--- config.mk ---
export PLATFORM = sky130hd
export DESIGN_NAME = pack_framer
export DESIGN_NICKNAME = d
export VERILOG_FILES = /design/src/rtl/pack_framer.sv
export SDC_FILE = /design/constraint.sdc
export NUM_CORES = 1
export LEC_CHECK = 0
export BUFFER_PORTS_ARGS = -buffer_cell sky130_fd_sc_hd__buf_2
export CORE_ASPECT_RATIO = 1.2
export CORE_UTILIZATION = 45
export DETAILED_ROUTE_END_ITERATION = 8
export HOLD_SLACK_MARGIN = 0.03
export REMOVE_ABC_BUFFERS = 1
export SLEW_MARGIN = 10
export SYNTH_ARGS = -nofsm -noshare
export SYNTH_HDL_FRONTEND = slang
export SYNTH_SLANG_ARGS = --single-unit
--- constraint.sdc ---
create_clock -name iclk -period 3.1 [get_ports iclk]
set_clock_uncertainty 0.15 [all_clocks]
set_input_delay 0.31 -clock iclk [delete_from_list [all_inputs] [get_ports iclk]]
set_output_delay 0.31 -clock iclk [all_outputs]
set_load 0.02 [all_outputs]
--- src/rtl/pack_framer.sv ---
// Transmit framer: prepends a fixed soft-symbol preamble to each upstream packet,
// caps the payload length and enforces a minimum idle gap between packets.
module pack_framer #(
  parameter int                    cPREA_LEN = 128,
  parameter int                    cGAP_LEN  = 4,
  parameter int                    cMAX_LEN  = 1024,
  parameter logic [4:0]            cSYM_ONE  = 5'h0F,
  parameter logic [4:0]            cSYM_ZERO = 5'h11,
  parameter logic [cPREA_LEN-1:0]  preambule = 128'hA5C3_0F96_E17B_2D48_9C3E_F012_6BD7_485A
) (
  input  logic       iclk,
  input  logic       irst,
  input  logic [4:0] idat,
  input  logic       ival,
  input  logic       isop,
  input  logic       ieop,
  output logic       ordy,
  input  logic       iready,
  output logic [4:0] odat,
  output logic       oval,
  output logic       osop,
  output logic       oeop,
  output logic       oerr,
  output logic [2:0] dbg_state
);

  localparam int IW = $clog2(cPREA_LEN);
  localparam int CW = $clog2(cMAX_LEN + 1);
  localparam int GW = $clog2(cGAP_LEN + 1);

  typedef enum logic [2:0] {
    S_IDLE     = 3'd0,
    S_PREAMBLE = 3'd1,
    S_PAYLOAD  = 3'd2,
    S_DROP     = 3'd3,
    S_GAP      = 3'd4
  } state_t;

  state_t        state;
  logic [IW-1:0] idx;
  logic [CW-1:0] cnt;
  logic [GW-1:0] gap_cnt;

  logic       advance;
  logic       last_sym;
  logic [4:0] pre_sym;

  // Handshake: an input symbol moves when ival & ordy; an output symbol moves
  // when oval & iready. The output register may load only when it is empty
  // or being emptied this cycle (advance).
  assign advance   = ~oval | iready;
  assign last_sym  = (cnt == CW'(cMAX_LEN - 1));
  assign pre_sym   = preambule[idx] ? cSYM_ONE : cSYM_ZERO;
  assign dbg_state = state;

  always_comb begin
    ordy = 1'b0;
    if (!irst) begin
      case (state)
        S_IDLE:    ordy = ival & ~isop;
        S_PAYLOAD: ordy = advance;
        S_DROP:    ordy = 1'b1;
        default:   ordy = 1'b0;
      endcase
    end
  end

  always_ff @(posedge iclk) begin
    if (irst) begin
      state   <= S_IDLE;
      idx     <= '0;
      cnt     <= '0;
      gap_cnt <= '0;
      odat    <= '0;
      oval    <= 1'b0;
      osop    <= 1'b0;
      oeop    <= 1'b0;
      oerr    <= 1'b0;
    end else begin
      oerr <= 1'b0;
      case (state)
        S_IDLE: begin
          // A start symbol is left at the input; PAYLOAD consumes it later.
          if (ival) begin
            if (isop) begin
              state <= S_PREAMBLE;
              idx   <= '0;
            end else begin
              oerr <= 1'b1;
            end
          end
        end

        S_PREAMBLE: begin
          if (advance) begin
            odat <= pre_sym;
            oval <= 1'b1;
            osop <= (idx == '0);
            oeop <= 1'b0;
            if (idx == IW'(cPREA_LEN - 1)) begin
              state <= S_PAYLOAD;
              cnt   <= '0;
            end else begin
              idx <= idx + IW'(1);
            end
          end
        end

        S_PAYLOAD: begin
          if (advance) begin
            osop <= 1'b0;
            if (ival) begin
              odat <= idat;
              oval <= 1'b1;
              oeop <= ieop | last_sym;
              if (cnt != CW'(cMAX_LEN)) cnt <= cnt + CW'(1);
              if (ieop) begin
                state   <= S_GAP;
                gap_cnt <= '0;
              end else if (last_sym) begin
                state <= S_DROP;
                oerr  <= 1'b1;
              end
            end else begin
              oval <= 1'b0;
              oeop <= 1'b0;
            end
          end
        end

        S_DROP: begin
          // The truncated last symbol may still be waiting downstream.
          if (advance) begin
            oval <= 1'b0;
            osop <= 1'b0;
            oeop <= 1'b0;
          end
          if (ival && ieop) begin
            state   <= S_GAP;
            gap_cnt <= '0;
          end
        end

        S_GAP: begin
          if (oval) begin
            if (iready) begin
              oval    <= 1'b0;
              osop    <= 1'b0;
              oeop    <= 1'b0;
              gap_cnt <= '0;
            end
          end else if (gap_cnt >= GW'(cGAP_LEN - 1)) begin
            state <= S_IDLE;
          end else begin
            gap_cnt <= gap_cnt + GW'(1);
          end
        end

        default: state <= S_IDLE;
      endcase
    end
  end

endmodule

==> results.md, run 1 <==
* Status: finished clean
* Sink Count at 34
* Final GP Congestion at between 0.8 and 0.9
* Clock Root Buffer: clkbuf_8
* Final period util at between 90% and 100%
* Critical path startpoint category: flip-flop
* Synth unique cells at 59
* Post-CTS Hold Buffers at 0
* Post-synthesis adder-cell area fraction at 6.65%
* Final setup fails at 0
* Final Slew Violations at 0
* DR vias/cell at 5.82
* Final wirelength at around 5.5 mm
* EDFF count, synth at 0
* Combinational power share at 46.6%
* Overall power at about 1700 uW
* Async SR Flop Fraction at 0%
* Leak at roughly 0.001 uW
* Fin Setup TNS at 0 ns
* Sequential fraction of the synthesis area at 30.1%
* Worst Path Max Fanout at 7
* Postcts setup bufs at 0
* Sequential power share at approximately a third
* CTS Buf Count at 5
* Most frequent cells in the layout: 34 x dfxtp_1, 25 x nand2_1, 23 x a21oi_1, 23 x buf_2, 21 x nor2_1
* Met3 wire length at ~130 um
* Worst reg2reg path endpoint: pre_sym[1]$_DFF_P_
* Largest net degree at the start of global routing at 17
* Worst-case reg-to-reg path depth at 10
* Worst r2r src: idx[1]$_SDFFE_PP0N_
* Fill count at 500
* ANT nets after route at 0
* Core Rows at 27
* Top FF cell, synth: dfxtp_1
* Worst-path clk slew at 0.07 ns
* # IOs at 24
* Hold Path Sink: odat[0]$_SDFFE_PP0P_
* Core footprint at ~0.0047 mm^2
* WP data required at between 3 and 4 ns
* Cells after synthesis at between 200 and 300
* Worst Hold Launch: idat[0]
* Chip Height at approximately 80 um
* Hold slack at between 0.15 and 0.2 ns
* Share of the synthesized area in the top cell type at a little under a third
* DRT Pass-1 Iters at 4
* Share of layout cells above drive strength 1 at around a fifth
* Syn-to-layout area delta at 14.5%
* Deepest clock path buffer count at 2
* Setup ws final at between 0.2 and 0.25 ns
* CP Capture Type: flip-flop
* Switching power total at between 600 and 700 uW
* Mux contribution to synthesized area at under 10%
* Routed len/inst at roughly 15 um
* Vias in the first global route at slightly above 2000
* Area leader, netlist: dfxtp_1
* Antenna violations before repair at 0
* DR DRC count at 0
* CTS tree: done
* Global-route wire length before repair at about 9.0 mm
* Nets at ~340
* DR iter-0 viols at 97
* Mapped Avg Cell Area at 8.01 um^2
* PortBufs at 23
* Synth warn at 0
* Cell Pwr Density at 654 mW/mm^2
* Diodes inserted at 0
* Routed via count at roughly 2200
* Final hold vios at 0
* Met2 Routed Length at around 2.9 mm
* MaxCap Viol Count at 0
* Int Pwr at between 900 and 1000 uW
* Initial core utilization at roughly half
* Synth Area in XOR/XNOR at between 3 and 4%
* Max rail drop VDD at around 320 uV
* Netlist Area Pre-Place at 0.00226 mm^2
* DP HPWL at approximately 4.2 mm
* Slew of the pin with the lowest slew margin at between 0.5 and 0.6 ns
* Top routing layer used: met4
* Fmax at roughly 350 MHz
* Clock power share at between 20 and 25%
* Die Wd at around 67 um
* Gr ovfl total at 0
* Gr usage total at roughly 22%
* Hold path depth at 3
* Wl on met1 at 2.48 mm
* Clk Latency, worst-skew pair at 0.28 ns
* Fin crit period at between 2 and 3 ns
* #FFs+latches synth at 34
* Post-CTS Resized at 0
* Top post-synthesis cells by area: dfxtp_1 30%, ha_1 6.6%, a21oi_1 5.3%
* CTS H-tree depth at 2
* Slew margin rel. at 64.0%
* Worst hold path class: input pin to flip-flop
* Critical path arrival at approximately 2.9 ns
* Unrepaired setup endpoints after global routing: false
* Post-Synth Simple-Gate Area at 26.3%
* Die area at ~0.0053 mm^2
* Sw frac at about 41%
* Worst Setup Path Type: flip-flop to flip-flop
* R2R setup slack at 0.24 ns
* Most common cell after layout, fill and taps aside: dfxtp_1
* Compound-Gate Fraction of Synth Area at between 20% and 30%
* Pre-CTS setup slack at between 0.15 and 0.2 ns
* Largest family of logic cells by synthesized area: simple AND/OR/NAND/NOR gates
-- power groups by stage --
stage / Combinational [uW] / Sequential [uW] / Clock (uW)
2_1_floorplan: 444 / 645 / 0
3_3_place_gp: 774 / 567 / 0
3_5_place_dp: 772 / 569 / 0
4_1_cts: 775 / 558 / 357
5_1_grt: 862 / 566 / 382
6_report: 788 / 558 / 344
-- synth_stat cells (2+ instances only) --
cell       instances
a211oi_1           9
a21oi_1           24
a22oi_1            2
a31oi_1            3
and2_1             4
and3_1             2
buf_2              2
clkbuf_1           5
dfxtp_1           34
ha_1              12
inv_1             17
inv_2              3
mux2i_1            3
nand2_1           25
nand2b_1           5
nand3_1            9
nand4_1            5
nor2_1            21
nor2b_1            2
nor3_1             9
nor3_2             3
nor4_1             3
o2111ai_1          4
o211ai_1           5
o211ai_2           2
o21a_1             3
o21ai_0           15
o31ai_1            2
or3_1              7
or4_1              5
xnor2_1            8
xor2_1             2
-- worst max-delay path by stage --
stage                              startpoint                  to  slack (ns)  cells after the start
floorplan           dbg_state[0]$_SDFFE_PP0P_  pre_sym[1]$_DFF_P_        0.14                      9
global placement          idx[1]$_SDFFE_PP0N_  pre_sym[1]$_DFF_P_        0.20                     10
detailed placement        idx[1]$_SDFFE_PP0N_  pre_sym[1]$_DFF_P_        0.15                     10
CTS                       idx[1]$_SDFFE_PP0N_  pre_sym[1]$_DFF_P_        0.15                     10
global route              idx[1]$_SDFFE_PP0N_  pre_sym[1]$_DFF_P_        0.06                     11
finish                    idx[1]$_SDFFE_PP0N_  pre_sym[1]$_DFF_P_        0.24                     10
-- area by class of cell --
cell class,count,area [um^2],share of cell area (%)
multi-input cells,218,1460,56.6
well taps,58,72.6,2.81
flip-flops and latches,34,681,26.3
inverters,20,75.1,2.90
clock inverters,2,12.5,0.484
clock buffers,6,82.6,3.19
repair buffers,34,198,7.65
-- state kept, by name, summed over array words and instances, names as in the netlist --
name and flops:
pre_sym 1, dbg_state 3, gap_cnt 3, osop 1
oeop 1, oval 1, oerr 1, idx 7
cnt 11, odat 5
-- critical path: stages (launching register included) --
cell and delay [ns]:
dfxtp_1 0.40, ha_1 0.21, nand3_1 0.19, o211ai_4 0.32
nand3_1 0.18, a21oi_2 0.23, inv_1 0.07, ha_1 0.29
or4_4 0.53, o211ai_2 0.07, o211ai_1 0.10
-- stage by stage --
stage               area, um^2  instances  utilization [%]
finish                    2580        372             55.0
global placement          2480        364             52.8
detailed placement        2480        364             52.8
global route              2580        372             55.0
CTS                       2570        372             54.8
floorplan                 2210        272                -
-- routing by layer --
metal	up-vias	global-route usage, %
li1	1100	-
met4	0	7.66
met2	34	39.5
met3	7	5.14
met5	-	0
met1	1024	26.0
-- cells by family after synthesis --
family / Yosys count
adders and majority gates: 12
muxes: 5
AOI/OAI and AO/OA: 82
buffers and inverters: 30
xor gates and xnor gates: 10
DFF: 34
and+or+nand+nor: 109
Note: power is estimated with default switching activity, not from simulation.
==> inputs of run 2 (changes only) <==
- CORE_UTILIZATION: 45 -> 31
==> run 2 against run 1 <==
Sequential share of layout area fell by 0.10 points. Largest power group unchanged. Register-to-register slack about the same. Critical endpoint unchanged. Final area grew 0.39%.
==> results.md, run 2 (synthesized netlist as in run 1, its figures left out) <==
* Status: finished clean
* Routed len/inst at 13.9 um
* Slew margin rel. at around 64%
* Worst reg2reg path endpoint: pre_sym[1]$_DFF_P_
* Most common cell after layout, fill and taps aside: dfxtp_1
* Gr usage total at about 15%
* Final hold vios at 0
* Unrepaired setup endpoints after global routing: false
* Core Rows at 33
* Worst hold path class: input pin to flip-flop
* Pre-CTS setup slack at between 0.15 and 0.2 ns
* Most frequent cells in the layout: 34 x dfxtp_1, 25 x nand2_1, 23 x a21oi_1, 23 x buf_2, 21 x nor2_1
* DRT Pass-1 Iters at 5
* DP HPWL at 4.27 mm
* Final wirelength at ~5.5 mm
* WP data required at about 3.1 ns
* Antenna violations before repair at 0
* ANT nets after route at 0
* Deepest clock path buffer count at 2
* Largest net degree at the start of global routing at 18
* CTS tree: done
* Routed via count at around 2100
* R2R setup slack at 0.24 ns
* Die area at around 0.0076 mm^2
* Share of layout cells above drive strength 1 at a little under a fifth
* Gr ovfl total at 0
* Worst setup path start: idx[1]$_SDFFE_PP0N_
* MaxCap Viol Count at 0
* Postcts setup bufs at 0
* Met2 Routed Length at approximately 2.8 mm
* Worst Setup Path Type: flip-flop to flip-flop
* Dpl cell area at between 0.002 and 0.0025 mm^2
* DR iter-0 viols at 130
* Post-route cell area at about 0.0026 mm^2
* Die Wd at ~80 um
* Final period util at 92.3%
* Initial core utilization at between 30 and 40%
* PortBufs at 23
* Max rail drop VDD at around 230 uV
* Largest registers: cnt (11), idx (7), odat (5)
* Worst r2r src: idx[1]$_SDFFE_PP0N_
* Worst-path clk slew at ~0.070 ns
* Critical path startpoint category: flip-flop
* Fin crit period at approximately 2.9 ns
* Final Slew Violations at 0
* Fill count at roughly 740
* DR vias/cell at between 5 and 6
* Fin Setup TNS at 0 ns
* Nets at 333
* CTS Buf Count at 5
* Setup ws final at 0.237 ns
* Core footprint at a little under 0.007 mm^2
* Worst Path Max Fanout at 7
* Final setup fails at 0
* Fmax at approximately 350 MHz
* Vias in the first global route at 2027
* Top routing layer used: met4
* DP Cell Count at about 400
* Crit path to: pre_sym[1]$_DFF_P_
* Met3 wire length at 164 um
* Max FFs per register at 11
* Clk Latency, worst-skew pair at around 0.28 ns
* Syn-to-layout area delta at 14.9%
* Finished Layout Cells at 398
* Slew of the pin with the lowest slew margin at 0.531 ns
* Diodes inserted at 0
* Critical path arrival at about 2.9 ns
* Global-route wire length before repair at ~9 mm
* Cell Pwr Density at roughly 640 mW/mm^2
* Worst-case reg-to-reg path depth at 10
* Biggest register: cnt
* Leak at slightly below 0.001 uW
* Chip Height at approximately 96 um
* Wl on met1 at 2.49 mm
* Overall power at roughly 1700 uW
* CP Capture Type: flip-flop
* CTS H-tree depth at 2
* DR DRC count at 0
* Clock Root Buffer: clkbuf_8
* # IOs at 24
* Final GP Congestion at approximately 0.83
* Sink Count at 34
## run 2: power by group
group / switching [uW] / internal (uW)
combinational: 461 / 295
sequential: 63.5 / 507
clock: 157 / 179
total: 682 / 980
## run 2: worst min-delay path by stage
| stage | start | to | slack, ns | cells past startpoint |
|---|---|---|---|---|
| floorplan | irst | dbg_state[2]$_SDFFE_PP0P_ | 0.23 | 1 |
| global placement | osop$_SDFFE_PP0P_ | osop$_SDFFE_PP0P_ | 0.30 | 2 |
| detailed placement | osop$_SDFFE_PP0P_ | osop$_SDFFE_PP0P_ | 0.30 | 2 |
| CTS | idat[1] | odat[1]$_SDFFE_PP0P_ | 0.19 | 3 |
| global route | idat[1] | odat[1]$_SDFFE_PP0P_ | 0.21 | 3 |
| finish | idat[2] | odat[2]$_SDFFE_PP0P_ | 0.20 | 3 |
## run 2: routing by layer
metal / vias up / global-route usage [%]
met5: - / 0
met1: 1000 / 17.6
met4: 0 / 6.70
met2: 34 / 27.6
li1: 1097 / -
met3: 13 / 3.35
## run 2: final cells by class
| type | count | area, um^2 | area share, % |
|---|---|---|---|
| Clock buffer | 7 | 86.3 | 3.33 |
| Clock inverter | 1 | 5.00 | 0.193 |
| Inverter | 20 | 75.1 | 2.89 |
| Multi-Input combinational cell | 218 | 1460 | 56.4 |
| Sequential cell | 34 | 681 | 26.2 |
| Tap cell | 87 | 109 | 4.19 |
| Timing Repair Buffer | 31 | 175 | 6.75 |
## run 2: what timing repair did
action,CTS,global route
setup endpoints to repair,0,1
endpoints found under the hold margin,0,0
gates resized for setup,0,2
hold buffers,0,0
## run 2: per-stage QoR
stage	hold WS (ns)	util [%]
floorplan	0.229	-
global placement	0.298	35.9
detailed placement	0.295	35.9
CTS	0.193	37.2
global route	0.209	37.4
finish	0.202	37.4
## run 2: worst max-delay path, cell delays in order, from the launching register on
cell and delay, ns:
dfxtp_1 0.39, ha_1 0.20, nand3_1 0.19, o211ai_4 0.34, nand3_1 0.19, a21oi_2 0.22, inv_1 0.07, ha_1 0.29
or4_4 0.53, o211ai_2 0.07, o211ai_1 0.10
